[src/rtl/dmem_pkg.sv]
// ---------------------------------------------------------------------------
// dmem_pkg
// Shared definitions for the data-memory load/store bridge:
//   - load/store funct3 encodings
//   - bridge FSM state enum
//   - full-word byte-enable constant
//   - misalignment predicate, used when DMEM_MISALIGN_TRAP_EN is defined
// ---------------------------------------------------------------------------
package dmem_pkg;

   localparam logic [2:0] F3_LB  = 3'b000;
   localparam logic [2:0] F3_LH  = 3'b001;
   localparam logic [2:0] F3_LW  = 3'b010;
   localparam logic [2:0] F3_LBU = 3'b100;
   localparam logic [2:0] F3_LHU = 3'b101;

   localparam logic [3:0] BE_WORD = 4'b1111;

   typedef enum logic [1:0] {
      ST_IDLE = 2'd0,
      ST_REQ  = 2'd1,
      ST_WAIT = 2'd2,
      ST_RESP = 2'd3
   } dmem_state_e;

   // Halfword accesses (LH/LHU/SH) need addr[0] = 0.
   // Word accesses (LW/SW) need addr[1:0] = 0.
   // Stores share the LH/LW encodings for SH/SW.
   function automatic logic is_misaligned(input logic [2:0] funct3,
                                          input logic [1:0] off);
      logic r;
      case (funct3)
         F3_LH, F3_LHU: r = off[0];
         F3_LW:         r = (off != 2'b00);
         default:       r = 1'b0;
      endcase
      return r;
   endfunction

endpackage

[src/rtl/dmem_lsu_bridge_load_extend.sv]
// ---------------------------------------------------------------------------
// load_extend
// Combinational load-data extraction. Selects the addressed byte or
// halfword from a 32-bit memory word, then sign- or zero-extends it
// according to the load type. Reserved load types return zero.
// Kept free of state so a future cache return path can reuse it.
//
// Ports:
//   rdata_i  [31:0] raw word returned by memory
//   off_i    [1:0]  byte offset of the access inside the word
//   funct3_i [2:0]  load type (LB/LH/LW/LBU/LHU)
//   data_o   [31:0] extended load result
// ---------------------------------------------------------------------------
module load_extend
   import dmem_pkg::*;
(
   input  logic [31:0] rdata_i,
   input  logic [1:0]  off_i,
   input  logic [2:0]  funct3_i,
   output logic [31:0] data_o
);

   logic [7:0]  byte_s;
   logic [15:0] half_s;

   // Lane selection, then extension by load type.
   always_comb begin
      byte_s = rdata_i[{off_i, 3'b000} +: 8];
      if (off_i[1]) begin
         half_s = rdata_i[31:16];
      end else begin
         half_s = rdata_i[15:0];
      end
      case (funct3_i)
         F3_LB:   data_o = {{24{byte_s[7]}}, byte_s};
         F3_LBU:  data_o = {24'h00_0000, byte_s};
         F3_LH:   data_o = {{16{half_s[15]}}, half_s};
         F3_LHU:  data_o = {16'h0000, half_s};
         F3_LW:   data_o = rdata_i;
         default: data_o = 32'h0000_0000;
      endcase
   end

endmodule

[src/rtl/dmem_lsu_bridge.sv]
// ---------------------------------------------------------------------------
// dmem_lsu_bridge
// MEM-stage to data-memory bridge. Accepts one load/store at a time,
// drives a single-outstanding req/gnt/rvalid bus, and stalls the
// pipeline until the access completes. Load data is extracted and
// extended by load_extend before it is registered onto ld_data.
//
// Optional feature: define DMEM_MISALIGN_TRAP_EN to add the 'misalign'
// output. Misaligned half/word accesses then skip the bus and report
// misalign for one cycle. Without it, addresses are word-truncated.
//
// Ports:
//   clk, rst            clock (rising edge), async active-high reset
//   req_valid/we/addr   MEM-stage access request
//   req_wdata/be        lane-steered store data and byte enables
//   req_funct3          load type
//   stall               hold pipeline (combinational)
//   ld_valid, ld_data   one-cycle load result
//   mem_req/we/addr     bus request, word-aligned address
//   mem_wdata/be        bus write data and byte enables
//   mem_gnt             bus accepted the request
//   mem_rvalid/rdata    bus read response
//   misalign            (DMEM_MISALIGN_TRAP_EN only) misaligned access
// ---------------------------------------------------------------------------
module dmem_lsu_bridge
   import dmem_pkg::*;
#(
   parameter int AW = 32,
   parameter int DW = 32
) (
   input  logic          clk,
   input  logic          rst,
   input  logic          req_valid,
   input  logic          req_we,
   input  logic [AW-1:0] req_addr,
   input  logic [DW-1:0] req_wdata,
   input  logic [3:0]    req_be,
   input  logic [2:0]    req_funct3,
   output logic          stall,
   output logic          ld_valid,
   output logic [DW-1:0] ld_data,
   output logic          mem_req,
   output logic          mem_we,
   output logic [AW-1:0] mem_addr,
   output logic [DW-1:0] mem_wdata,
   output logic [3:0]    mem_be,
   input  logic          mem_gnt,
   input  logic          mem_rvalid,
   input  logic [DW-1:0] mem_rdata
`ifdef DMEM_MISALIGN_TRAP_EN
   ,
   output logic          misalign
`endif
);

   dmem_state_e   state_q;
   logic          mem_req_q;
   logic          mem_we_q;
   logic [AW-1:0] mem_addr_q;
   logic [DW-1:0] mem_wdata_q;
   logic [3:0]    mem_be_q;
   logic          ld_valid_q;
   logic [DW-1:0] ld_data_q;
   logic [1:0]    off_q;
   logic [2:0]    funct3_q;
   logic [31:0]   ext_s;

`ifdef DMEM_MISALIGN_TRAP_EN
   logic          misalign_q;
   logic          misalign_d;

   // Misalignment is judged on the live request, since it decides the IDLE exit.
   always_comb begin
      if (req_valid) begin
         misalign_d = is_misaligned(req_funct3, req_addr[1:0]);
      end else begin
         misalign_d = 1'b0;
      end
   end

   assign misalign = misalign_q;
`endif

   // The extractor works from the captured offset and type only,
   // so request changes after IDLE cannot disturb the result.
   load_extend u_load_extend (
      .rdata_i  (mem_rdata),
      .off_i    (off_q),
      .funct3_i (funct3_q),
      .data_o   (ext_s)
   );

   // The pipeline advances exactly in the RESP cycle.
   assign stall = req_valid & (state_q != ST_RESP);

   // Bridge FSM with all bus and load outputs registered.
   always_ff @(posedge clk or posedge rst) begin
      if (rst) begin
         state_q     <= ST_IDLE;
         mem_req_q   <= 1'b0;
         mem_we_q    <= 1'b0;
         mem_addr_q  <= '0;
         mem_wdata_q <= '0;
         mem_be_q    <= 4'b0000;
         ld_valid_q  <= 1'b0;
         ld_data_q   <= '0;
         off_q       <= 2'b00;
         funct3_q    <= 3'b000;
`ifdef DMEM_MISALIGN_TRAP_EN
         misalign_q  <= 1'b0;
`endif
      end else begin
         case (state_q)
            ST_IDLE: begin
               if (req_valid) begin
                  mem_we_q    <= req_we;
                  mem_addr_q  <= {req_addr[AW-1:2], 2'b00};
                  mem_wdata_q <= req_wdata;
                  // Loads always fetch the whole word and extract afterwards.
                  mem_be_q    <= req_we ? req_be : BE_WORD;
                  off_q       <= req_addr[1:0];
                  funct3_q    <= req_funct3;
`ifdef DMEM_MISALIGN_TRAP_EN
                  if (misalign_d) begin
                     mem_req_q  <= 1'b0;
                     misalign_q <= 1'b1;
                     state_q    <= ST_RESP;
                  end else begin
                     mem_req_q  <= 1'b1;
                     state_q    <= ST_REQ;
                  end
`else
                  mem_req_q   <= 1'b1;
                  state_q     <= ST_REQ;
`endif
               end else begin
                  state_q <= ST_IDLE;
               end
            end
            ST_REQ: begin
               // rvalid is not sampled here: the bus cannot respond in the grant cycle.
               if (mem_gnt) begin
                  mem_req_q <= 1'b0;
                  state_q   <= mem_we_q ? ST_RESP : ST_WAIT;
               end else begin
                  state_q <= ST_REQ;
               end
            end
            ST_WAIT: begin
               if (mem_rvalid) begin
                  ld_data_q  <= ext_s;
                  ld_valid_q <= 1'b1;
                  state_q    <= ST_RESP;
               end else begin
                  state_q <= ST_WAIT;
               end
            end
            ST_RESP: begin
               ld_valid_q <= 1'b0;
`ifdef DMEM_MISALIGN_TRAP_EN
               misalign_q <= 1'b0;
`endif
               state_q    <= ST_IDLE;
            end
            default: begin
               mem_req_q  <= 1'b0;
               ld_valid_q <= 1'b0;
               state_q    <= ST_IDLE;
            end
         endcase
      end
   end

   assign mem_req   = mem_req_q;
   assign mem_we    = mem_we_q;
   assign mem_addr  = mem_addr_q;
   assign mem_wdata = mem_wdata_q;
   assign mem_be    = mem_be_q;
   assign ld_valid  = ld_valid_q;
   assign ld_data   = ld_data_q;

endmodule

[config.mk]
export PLATFORM = sky130hd
export DESIGN_NAME = dmem_lsu_bridge
export DESIGN_NICKNAME = d
export VERILOG_FILES = /design/src/rtl/dmem_pkg.sv /design/src/rtl/dmem_lsu_bridge_load_extend.sv /design/src/rtl/dmem_lsu_bridge.sv
export SDC_FILE = /design/constraint.sdc
export NUM_CORES = 1
export LEC_CHECK = 0
export ABC_AREA = 1
export CORE_ASPECT_RATIO = 1.75
export CORE_MARGIN = 5
export CORE_UTILIZATION = 46
export DETAILED_ROUTE_END_ITERATION = 10
export GPL_TIMING_DRIVEN = 0
export PLACE_DENSITY = 0.83
export SYNTH_ARGS = -nofsm -noshare
export SYNTH_HDL_FRONTEND = slang
export SYNTH_SLANG_ARGS = --single-unit
[constraint.sdc]
create_clock -name clk -period 6.1 [get_ports clk]
set_input_delay 1.22 -clock clk [delete_from_list [all_inputs] [get_ports clk]]
set_output_delay 1.22 -clock clk [all_outputs]
set_load 0.02 [all_outputs]
==> reports/results.txt, run 1 <==
Root Buffer -> clkbuf_16
Sequential power share -> 31.7%
ANT nets after route -> 0
Syn Area/Cell -> 7.87 um2
Place WS -> 2350 ps
Max-cap viol count -> 0
Area Overhead vs Synth -> 52.7%
CP required -> 4880 ps
Pin count of the biggest net entering global routing -> 67
Share of post-route cells with drive strength above 1 -> 8.00%
Status -> finished, final reports clean
Sequential fraction of the synthesis area -> 55.2%
Most common cell after layout, fill and taps aside -> nand2_1
Slew @ Worst Pin -> 556 ps
Final hold violation count -> 0
Yosys top cell by area -> dfrtp_1
Peak Freq -> 265 MHz
Crit path DAT -> 2550 ps
Vias per Instance -> 5.04
Setup TNS -> 0 ps
Final WL -> 16300 um
Most frequent cells in the layout -> 397 x nand2_1, 210 x clkdlybuf4s50_1, 108 x dfrtp_1
Max-slew violation count -> 0
Cells after synthesis -> 622
Synth Cell Area -> 4890 um2
Gr ovfl total -> 0
Final setup fails -> 0
DR DRC count -> 0
Top layer in use -> met4
NumNets Final -> 954
FF-to-FF path depth -> 7
Reg-to-reg endpoint -> mem_addr[3]
FP Rows -> 49
Pwr Density -> 517 nW/um2
Switching share of power -> 42.6%
Pleak -> 3.86 nW
Final worst setup slack -> 2330 ps
Critical path peak fanout -> 2
Worst skew pair latency -> 350 ps
Setup CP Type -> input port to output port
VDD IR max -> 0.301 mV
Final min period -> 3770 ps
Die Area -> 12900 um2
# resized after CTS -> 0
RSZ-0062 raised after global routing -> false
Min-delay src -> mem_wdata[27]
Fin util -> 72.1%
Worst r2r src -> state_q[0]
Vias in the first global route -> 5138
Die height -> 146 um
Post-synth cell types -> 21
First-pass GRT wire length -> 25400 um
Final period util -> 61.9%
NetSw -> 1.64 mW
Area of the core -> 10400 um2
Cell depth of the worst hold path -> 2
Hold Slack -> 480 ps
Total internal power -> 2.22 mW
Max-slew headroom at the worst pin -> 62.9%
Hold WC Path Type -> register to register
Min-Delay Endpoint -> mem_wdata[27]
Logic pwr share -> 53.5%
Die W -> 88.0 um
Vias post-DR -> 4920
First DRT Iteration DRCs -> 260
N_diodes -> 0
Critical path endpoint category -> output port
CTS tree -> yes
Clk buf depth -> 2
Io pins -> 213
Worst-path clk slew -> 70 ps
Initial Utilization -> 47.2%
IO Port Bufs -> 210
CTS Buf Count -> 9
Seq cells post-synth -> 108
Initial antenna violation count -> 0
HPWL Detailed -> 12800 um
Clock share of power -> 14.8%
Wire length on met2 -> 8430 um
Gpl congestion -> 0.940
H-tree depth -> 3
Post-synth top area share -> 55.2%
Synth top area cells -> dfrtp_1 55%, nand2_1 30%, nand3_1 3.1%
First-pass DRT Iterations -> 4
Global-route usage over all layers -> 25.6%
M1 WL -> 5580 um
Post-CTS Setup Inserts -> 0
R2r setup slk -> 4660 ps
Clk sink count -> 108
Worst Clk Skew -> 11.3 ps
DR WL/cell -> 16.6 um
Yosys warning count -> 0
Post-CTS Hold Fix Bufs -> 0
Type of origin of the critical path -> input port
WL met3 -> 1270 um
## layer usage
metal  vias up  GRT usage (%)
met5         -              0
met4         0           15.1
met1      2275           27.5
met3        66           5.92
met2       241           44.3
li1       2338              -
## worst max path at each step
stage | from | endpoint | slack, ps | cells after the start
2_1_floorplan | rst | async pin | 2030 | 1
3_3_place_gp | rst | mem_wdata[22] | 540 | 2
3_5_place_dp | req_valid | stall | 2350 | 3
4_1_cts | req_valid | stall | 2350 | 3
5_1_grt | req_valid | stall | 2310 | 3
6_report | req_valid | stall | 2330 | 3
## Yosys cell counts
| library cell | n |
|---|---|
| nand2_1 | 397 |
| dfrtp_1 | 108 |
| nand3_1 | 30 |
| buf_2 | 18 |
| nand3_2 | 14 |
| inv_1 | 11 |
| clkbuf_1 | 6 |
| inv_2 | 6 |
| o21ai_0 | 6 |
| buf_6 | 5 |
| nor2_1 | 5 |
| o22a_1 | 4 |
| buf_4 | 3 |
| a21oi_1 | 2 |
| and2_1 | 1 |
| conb_1 | 1 |
| inv_4 | 1 |
| nand2_2 | 1 |
| nand3b_4 | 1 |
| nor2_2 | 1 |
| nor2_4 | 1 |
## worst max-delay path: stages
cell	delay, ps
clkdlybuf4s50_1	540
and2_1	180
clkdlybuf4s50_1	610
## registers in the layout (all words and copies together) (netlist names), named ones only
signal and count:
ld_data 32, off_q 2, mem_addr 30, mem_we 1, mem_wdata 32, mem_be 4, state_q 1, mem_req 1
ld_valid 1, funct3_q 3
## through the flow
step	power, mW	instances	area, um2
global placement	3.23	960	7160
finish	3.86	977	7470
CTS	3.88	977	7470
floorplan	2.35	623	4900
global route	4.11	977	7470
detailed placement	3.29	961	7190
## cell type report
class | instances | area, um2
clock buffers | 11 | 243
well taps | 127 | 159
plain buffers | 32 | 191
clock inverters | 5 | 41.3
repair buffers | 211 | 2130
multi-input cells | 465 | 1930
inverters | 18 | 72.6
fillers | 822 | 2890
flip-flops and latches | 108 | 2700
## cells by family (layout without fill, tap and decap cells)
family	count (synthesis)	count (layout)	share of synthesized area, %
simple gates	451	451	37.8
other cells	1	2	0.0767
compound gates	12	12	1.53
buf+inv	50	277	5.35
flops	108	108	55.2
## power groups by stage
stage | clock [mW] | sequential [mW] | combinational [mW]
6_report | 0.571 | 1.22 | 2.07
5_1_grt | 0.610 | 1.27 | 2.23
4_1_cts | 0.581 | 1.22 | 2.08
3_5_place_dp | 0 | 1.23 | 2.06
3_3_place_gp | 0 | 1.21 | 2.01
2_1_floorplan | 0 | 1.57 | 0.777
Note: power is estimated with default switching activity, not from simulation.
==> run 2: changes to the inputs <==
- CORE_UTILIZATION: 46 -> 38
- PLACE_DENSITY: 0.83 -> 0.73
- clock period: 6.1 -> 3.2 ns (I/O delays scaled with it)
==> run 2 against run 1 <==
Against the previous run: utilization fell by 13 points; non-clock buffer count rose by 2; count of clock-buffer cells in the layout is 2 lower; via count is 4.1% lower; flip-flop and latch count unchanged; die area rose by 19%; critical path type unchanged; critical endpoint unchanged; largest cell class unchanged; largest power group unchanged.
==> reports/results.txt, run 2 (same netlist as run 1, synthesis figures left out) <==
Cell depth of the worst hold path -> 2 (unchanged)
Worst path cell trace -> clkdlybuf4s50_1 -> and2_1 -> clkdlybuf4s50_1 (unchanged)
First-pass GRT wire length -> 24800 um (was 25400 um)
Cell repeated most along the worst path -> clkdlybuf4s50_1 (unchanged)
N_diodes -> 0 (unchanged)
Final worst setup slack -> 682 ps (was 2330 ps)
CP required -> 2560 ps (was 4880 ps)
# resized after CTS -> 0 (unchanged)
VDD IR max -> 0.452 mV (was 0.301 mV)
Vias per Instance -> 4.61 (was 5.04)
Hold WC Path Type -> register to register (unchanged)
Pin count of the biggest net entering global routing -> 42 (was 67)
Max-slew violation count -> 0 (unchanged)
Initial antenna violation count -> 0 (unchanged)
Pleak -> 3.87 nW (was 3.86 nW)
H-tree depth -> 3 (unchanged)
Vias in the first global route -> 4895 (was 5138)
CTS tree -> yes (unchanged)
Final WL -> 15900 um (was 16300 um)
Worst Clk Skew -> 10.4 ps (was 11.3 ps)
Die W -> 95.8 um (was 88.0 um)
Post-CTS Hold Fix Bufs -> 0 (unchanged)
Final period util -> 78.7%
Io pins -> 213 (unchanged)
FP Rows -> 55 (was 49)
Post-CTS Setup Inserts -> 0 (unchanged)
Type of origin of the critical path -> input port (unchanged)
CTS Buf Count -> 9 (unchanged)
Max-cap viol count -> 0 (unchanged)
Final cell count without fillers -> 1023 (was 977)
Most frequent cells in the layout -> 397 x nand2_1, 210 x clkdlybuf4s50_1, 108 x dfrtp_1 (unchanged)
ANT nets after route -> 0 (unchanged)
Max-slew headroom at the worst pin -> 58.5% (was 62.9%)
Area Overhead vs Synth -> 54.5% (was 52.7%)
Reg-to-reg endpoint -> ld_data[12] (was mem_addr[3])
Peak Freq -> 397 MHz
Worst-path clk slew -> 70 ps (about the same)
Die Area -> 15300 um2 (was 12900 um2)
Setup CP Type -> input port to output port (unchanged)
FILL cells -> 1207 (was 822)
FF-to-FF path depth -> 8 (was 7)
Setup TNS -> 0 ps (unchanged)
Crit path DAT -> 1880 ps (was 2550 ps)
Crit path to -> stall (unchanged)
Area of the core -> 12800 um2 (was 10400 um2)
DR DRC count -> 0 (unchanged)
R2r setup slk -> 1610 ps (was 4660 ps)
Slew @ Worst Pin -> 622 ps (was 556 ps)
Global-route usage over all layers -> 21.1% (was 25.6%)
Status -> finished, final reports clean (unchanged)
Worst r2r src -> off_q[1] (was state_q[0])
Die height -> 160 um (was 146 um)
Root Buffer -> clkbuf_16 (unchanged)
Clk sink count -> 108 (unchanged)
Critical path peak fanout -> 2 (unchanged)
Initial Utilization -> 38.2% (was 47.2%)
Share of post-route cells with drive strength above 1 -> 8.33% (was 8.00%)
First DRT Iteration DRCs -> 163 (was 260)
NumNets Final -> 956 (was 954)
Crit-path max cell delay -> 600 ps (was 610 ps)
Clk buf depth -> 2 (unchanged)
Final setup fails -> 0 (unchanged)
Vias post-DR -> 4720 (was 4920)
Largest delay share family, worst path -> buffers and inverters (unchanged)
Crit path from -> req_valid (unchanged)
First-pass DRT Iterations -> 5 (was 4)
Gpl congestion -> 0.982 (was 0.940)
Worst skew pair latency -> 350 ps (about the same)
WP buf/inv -> 2 (unchanged)
Gr ovfl total -> 0 (unchanged)
Slowest-stage cell, CP -> clkdlybuf4s50_1 (unchanged)
Final min period -> 2520 ps
Place WS -> 671 ps (was 2350 ps)
Pwr Density -> 969 nW/um2 (was 517 nW/um2)
IO Port Bufs -> 210 (unchanged)
Final hold violation count -> 0 (unchanged)
Levels on crit path -> 3 (unchanged)
Placed Cells -> 1007 (was 961)
Critical path endpoint category -> output port (unchanged)
HPWL Detailed -> 12800 um (about the same)
RSZ-0062 raised after global routing -> false (unchanged)
DR WL/cell -> 15.6 um (was 16.6 um)
Most common cell after layout, fill and taps aside -> nand2_1 (unchanged)
==> run 2: changes by cell type in the layout (fill, tap and decap cells not counted), sizes merged <==
cell	previous run	this run
buf	27	29
clkinv	1	2
clkbuf	17	15
clkinvlp	1	2
==> run 2: worst min-delay path, delay by kind of cell, from the launching register on <==
kind,cells,cell delay (ps)
DFF,1,340
and+or+nand+nor,2,100
==> run 2: metrics by stage <==
stage	utilization, %	power (mW)	instance area (um2)	hold slack, ps
after global placement	56.4	6.24	7220	458
after detailed placement	56.8	6.30	7280	464
after global routing	59.1	7.82	7560	503
final	59.1	7.32	7560	478
after floorplan	-	4.47	4900	457
after CTS	59.1	7.41	7560	484
==> run 2: worst min-delay path by stage <==
stage,endpoint,slack (ps),start
finish,ld_data[15],480,ld_data[15]
global route,ld_data[26],500,ld_data[26]
detailed placement,mem_addr[21],460,mem_addr[21]
global placement,mem_req,460,mem_req
floorplan,register,460,state_q[0]
CTS,ld_data[24],480,ld_data[24]
==> run 2: cell type report <==
| type | count | area (um2) | share of cell area [%] |
|---|---|---|---|
| sequential | 108 | 2700 | 35.8 |
| timing repair buffer | 213 | 2160 | 28.6 |
| multi-input combinational | 465 | 1930 | 25.6 |
| clock buffer | 9 | 225 | 2.98 |
| tap | 171 | 214 | 2.83 |
| buffer | 32 | 191 | 2.53 |
| inverter | 18 | 73.8 | 0.977 |
| clock inverter | 7 | 57.6 | 0.761 |
==> run 2: routing by layer <==
metal	wire [um]	track usage, %	share of wire, %	up-vias
li1	-	-	-	2347
met4	814	11.3	5.1	0
met5	0	0	0	-
met2	8660	39.3	54	180
met1	5340	20.5	34	2145
met3	1100	5.04	6.9	48
==> run 2: power by group <==
part / switching (mW) / total (mW) / internal (mW)
clock: 0.537 / 1.08 / 0.543
sequential: 0.357 / 2.32 / 1.97
combinational: 2.22 / 3.92 / 1.70
==> run 3: changes to the inputs <==
- CORE_UTILIZATION: 38 -> 42
- PLACE_DENSITY: 0.73 -> 0.77
- clock period: 3.2 -> 2.5 ns (I/O delays scaled with it)
==> run 3 against run 2 <==
Against the previous run: the flow now finishes with violations (design-rule violations); critical path type unchanged; setup slack got worse by 490 ps; wire length up 2.1%; worst hold slack improved by 1.6 ps; clock skew down 1.3 ps.
==> reports/results.txt, run 3 (same netlist as run 1, synthesis figures left out) <==
Status -> finished, violations left (was finished, final reports clean)
Violated checks -> design-rule violations
Vias post-DR -> 4881 (was 4720)
Initial antenna violation count -> 0 (unchanged)
Die height -> 153 um (was 160 um)
Crit-path max cell delay -> 610 ps (was 600 ps)
Hold WC Path Type -> register to register (unchanged)
Setup TNS -> 0 ps (unchanged)
Hold Slack -> 480 ps (was 478 ps)
Final setup fails -> 0 (unchanged)
CP required -> 2000 ps (was 2560 ps)
Final cell count without fillers -> 986 (was 1023)
Global-route usage over all layers -> 23.8% (was 21.1%)
Pleak -> 3.88 nW (was 3.87 nW)
NumNets Final -> 955 (was 956)
N_diodes -> 0 (unchanged)
Crit path DAT -> 1810 ps (was 1880 ps)
First-pass GRT wire length -> 26500 um (was 24800 um)
FP Rows -> 52 (was 55)
IO Port Bufs -> 210 (unchanged)
Root Buffer -> clkbuf_16 (unchanged)
Final min period -> 2310 ps
H-tree depth -> 3 (unchanged)
Cell repeated most along the worst path -> clkdlybuf4s50_1 (unchanged)
Max-slew headroom at the worst pin -> 40.0% (was 58.5%)
Largest delay share family, worst path -> buffers and inverters (unchanged)
Most common cell after layout, fill and taps aside -> nand2_1 (unchanged)
Total power after layout -> 9.51 mW (was 7.32 mW)
Gpl congestion -> 0.972 (was 0.982)
Gr ovfl total -> 0 (unchanged)
Placed Cells -> 970 (was 1007)
Post-CTS Setup Inserts -> 0 (unchanged)
Pwr Density -> 1260 nW/um2 (was 969 nW/um2)
ANT nets after route -> 0 (unchanged)
HPWL Detailed -> 12700 um (was 12800 um)
First DRT Iteration DRCs -> 158 (was 163)
Critical path peak fanout -> 2 (unchanged)
Die W -> 91.6 um (was 95.8 um)
Clk buf depth -> 2 (unchanged)
Worst skew pair latency -> 340 ps (was 350 ps)
CTS tree -> yes (unchanged)
DR WL/cell -> 16.5 um (was 15.6 um)
First-pass DRT Iterations -> 7 (was 5)
VDD IR max -> 0.631 mV (was 0.452 mV)
Vias in the first global route -> 5182 (was 4895)
Worst Clk Skew -> 9.19 ps (was 10.4 ps)
Most frequent cells in the layout -> 397 x nand2_1, 210 x clkdlybuf4s50_1, 108 x dfrtp_1 (unchanged)
Vias per Instance -> 4.95 (was 4.61)
Slew @ Worst Pin -> 898 ps (was 622 ps)
Peak Freq -> 434 MHz
FILL cells -> 978 (was 1207)
Setup CP Type -> input port to output port (unchanged)
Critical path endpoint category -> output port (unchanged)
RSZ-0062 raised after global routing -> false (unchanged)
Io pins -> 213 (unchanged)
Pin count of the biggest net entering global routing -> 42 (unchanged)
Area Overhead vs Synth -> 53.9% (was 54.5%)
Type of origin of the critical path -> input port (unchanged)
Worst-path clk slew -> 70 ps (about the same)
Slowest-stage cell, CP -> clkdlybuf4s50_1 (unchanged)
CTS Buf Count -> 9 (unchanged)
Final WL -> 16300 um (was 15900 um)
Area of the core -> 11500 um2 (was 12800 um2)
Post-CTS Hold Fix Bufs -> 0 (unchanged)
Max-slew violation count -> 0 (unchanged)
Die Area -> 14000 um2 (was 15300 um2)
# resized after CTS -> 0 (unchanged)
Final period util -> 92.2%
Final hold violation count -> 0 (unchanged)
Clk sink count -> 108 (unchanged)
Max-cap viol count -> 0 (unchanged)
Initial Utilization -> 42.5% (was 38.2%)
WP buf/inv -> 2 (unchanged)
DR DRC count -> 1 (was 0)
Share of post-route cells with drive strength above 1 -> 8.23% (was 8.33%)
Worst path cell trace -> clkdlybuf4s50_1 -> and2_1 -> clkdlybuf4s50_1 (unchanged)
## run 3: stage by stage
step	util, %	worst slack (ps)	area, um2
finish	65.4	194	7530
global route	65.4	168	7530
CTS	65.4	195	7530
detailed placement	62.6	200	7210
global placement	62.3	-351	7170
floorplan	-	698	4900
## run 3: cell type report
class	count	area, um2	share of cell area [%]
Sequential cell	108	2700	35.9
Timing Repair Buffer	212	2140	28.4
Multi-Input combinational cell	465	1930	25.7
Clock buffer	11	253	3.36
Buffer	32	191	2.54
Tap cell	135	169	2.24
Inverter	18	73.8	0.980
Clock inverter	5	67.6	0.897
## run 3: final timing paths
| kind | start | end | slack (ps) | depth (start not counted) |
|---|---|---|---|---|
| hold / removal | mem_addr[11] | mem_addr[11] | 480 | 2 |
| setup / recovery | req_valid | stall | 190 | 3 |
| max in group asynchronous | rst | funct3_q[0] | 900 | 4 |
| hold reg to reg | mem_addr[11] | mem_addr[11] | 480 | 2 |
| min in group asynchronous | rst | ld_data[25] | 690 | 2 |
| setup reg to reg | state_q[0] | mem_wdata[2] | 1030 | 7 |
## run 3: report_power, final
part	internal [mW]	switching [mW]
Sequential	2.52	0.469
Combinational	2.17	2.84
Clock	0.847	0.661
Total	5.54	3.97
## run 3: tightest hold or removal path, cell delays in order (launching register included)
cell     delay, ps
dfrtp_1        350
nand2_1         50
nand2_1         50
## run 3: layer usage
metal | global-route usage [%] | vias to the layer above | part of all wire [%]
li1 | - | 2343 | -
met1 | 25.5 | 2270 | 35
met2 | 42.9 | 220 | 52
met3 | 5.58 | 48 | 7.3
met4 | 11.9 | 0 | 5.2
met5 | 0 | - | 0
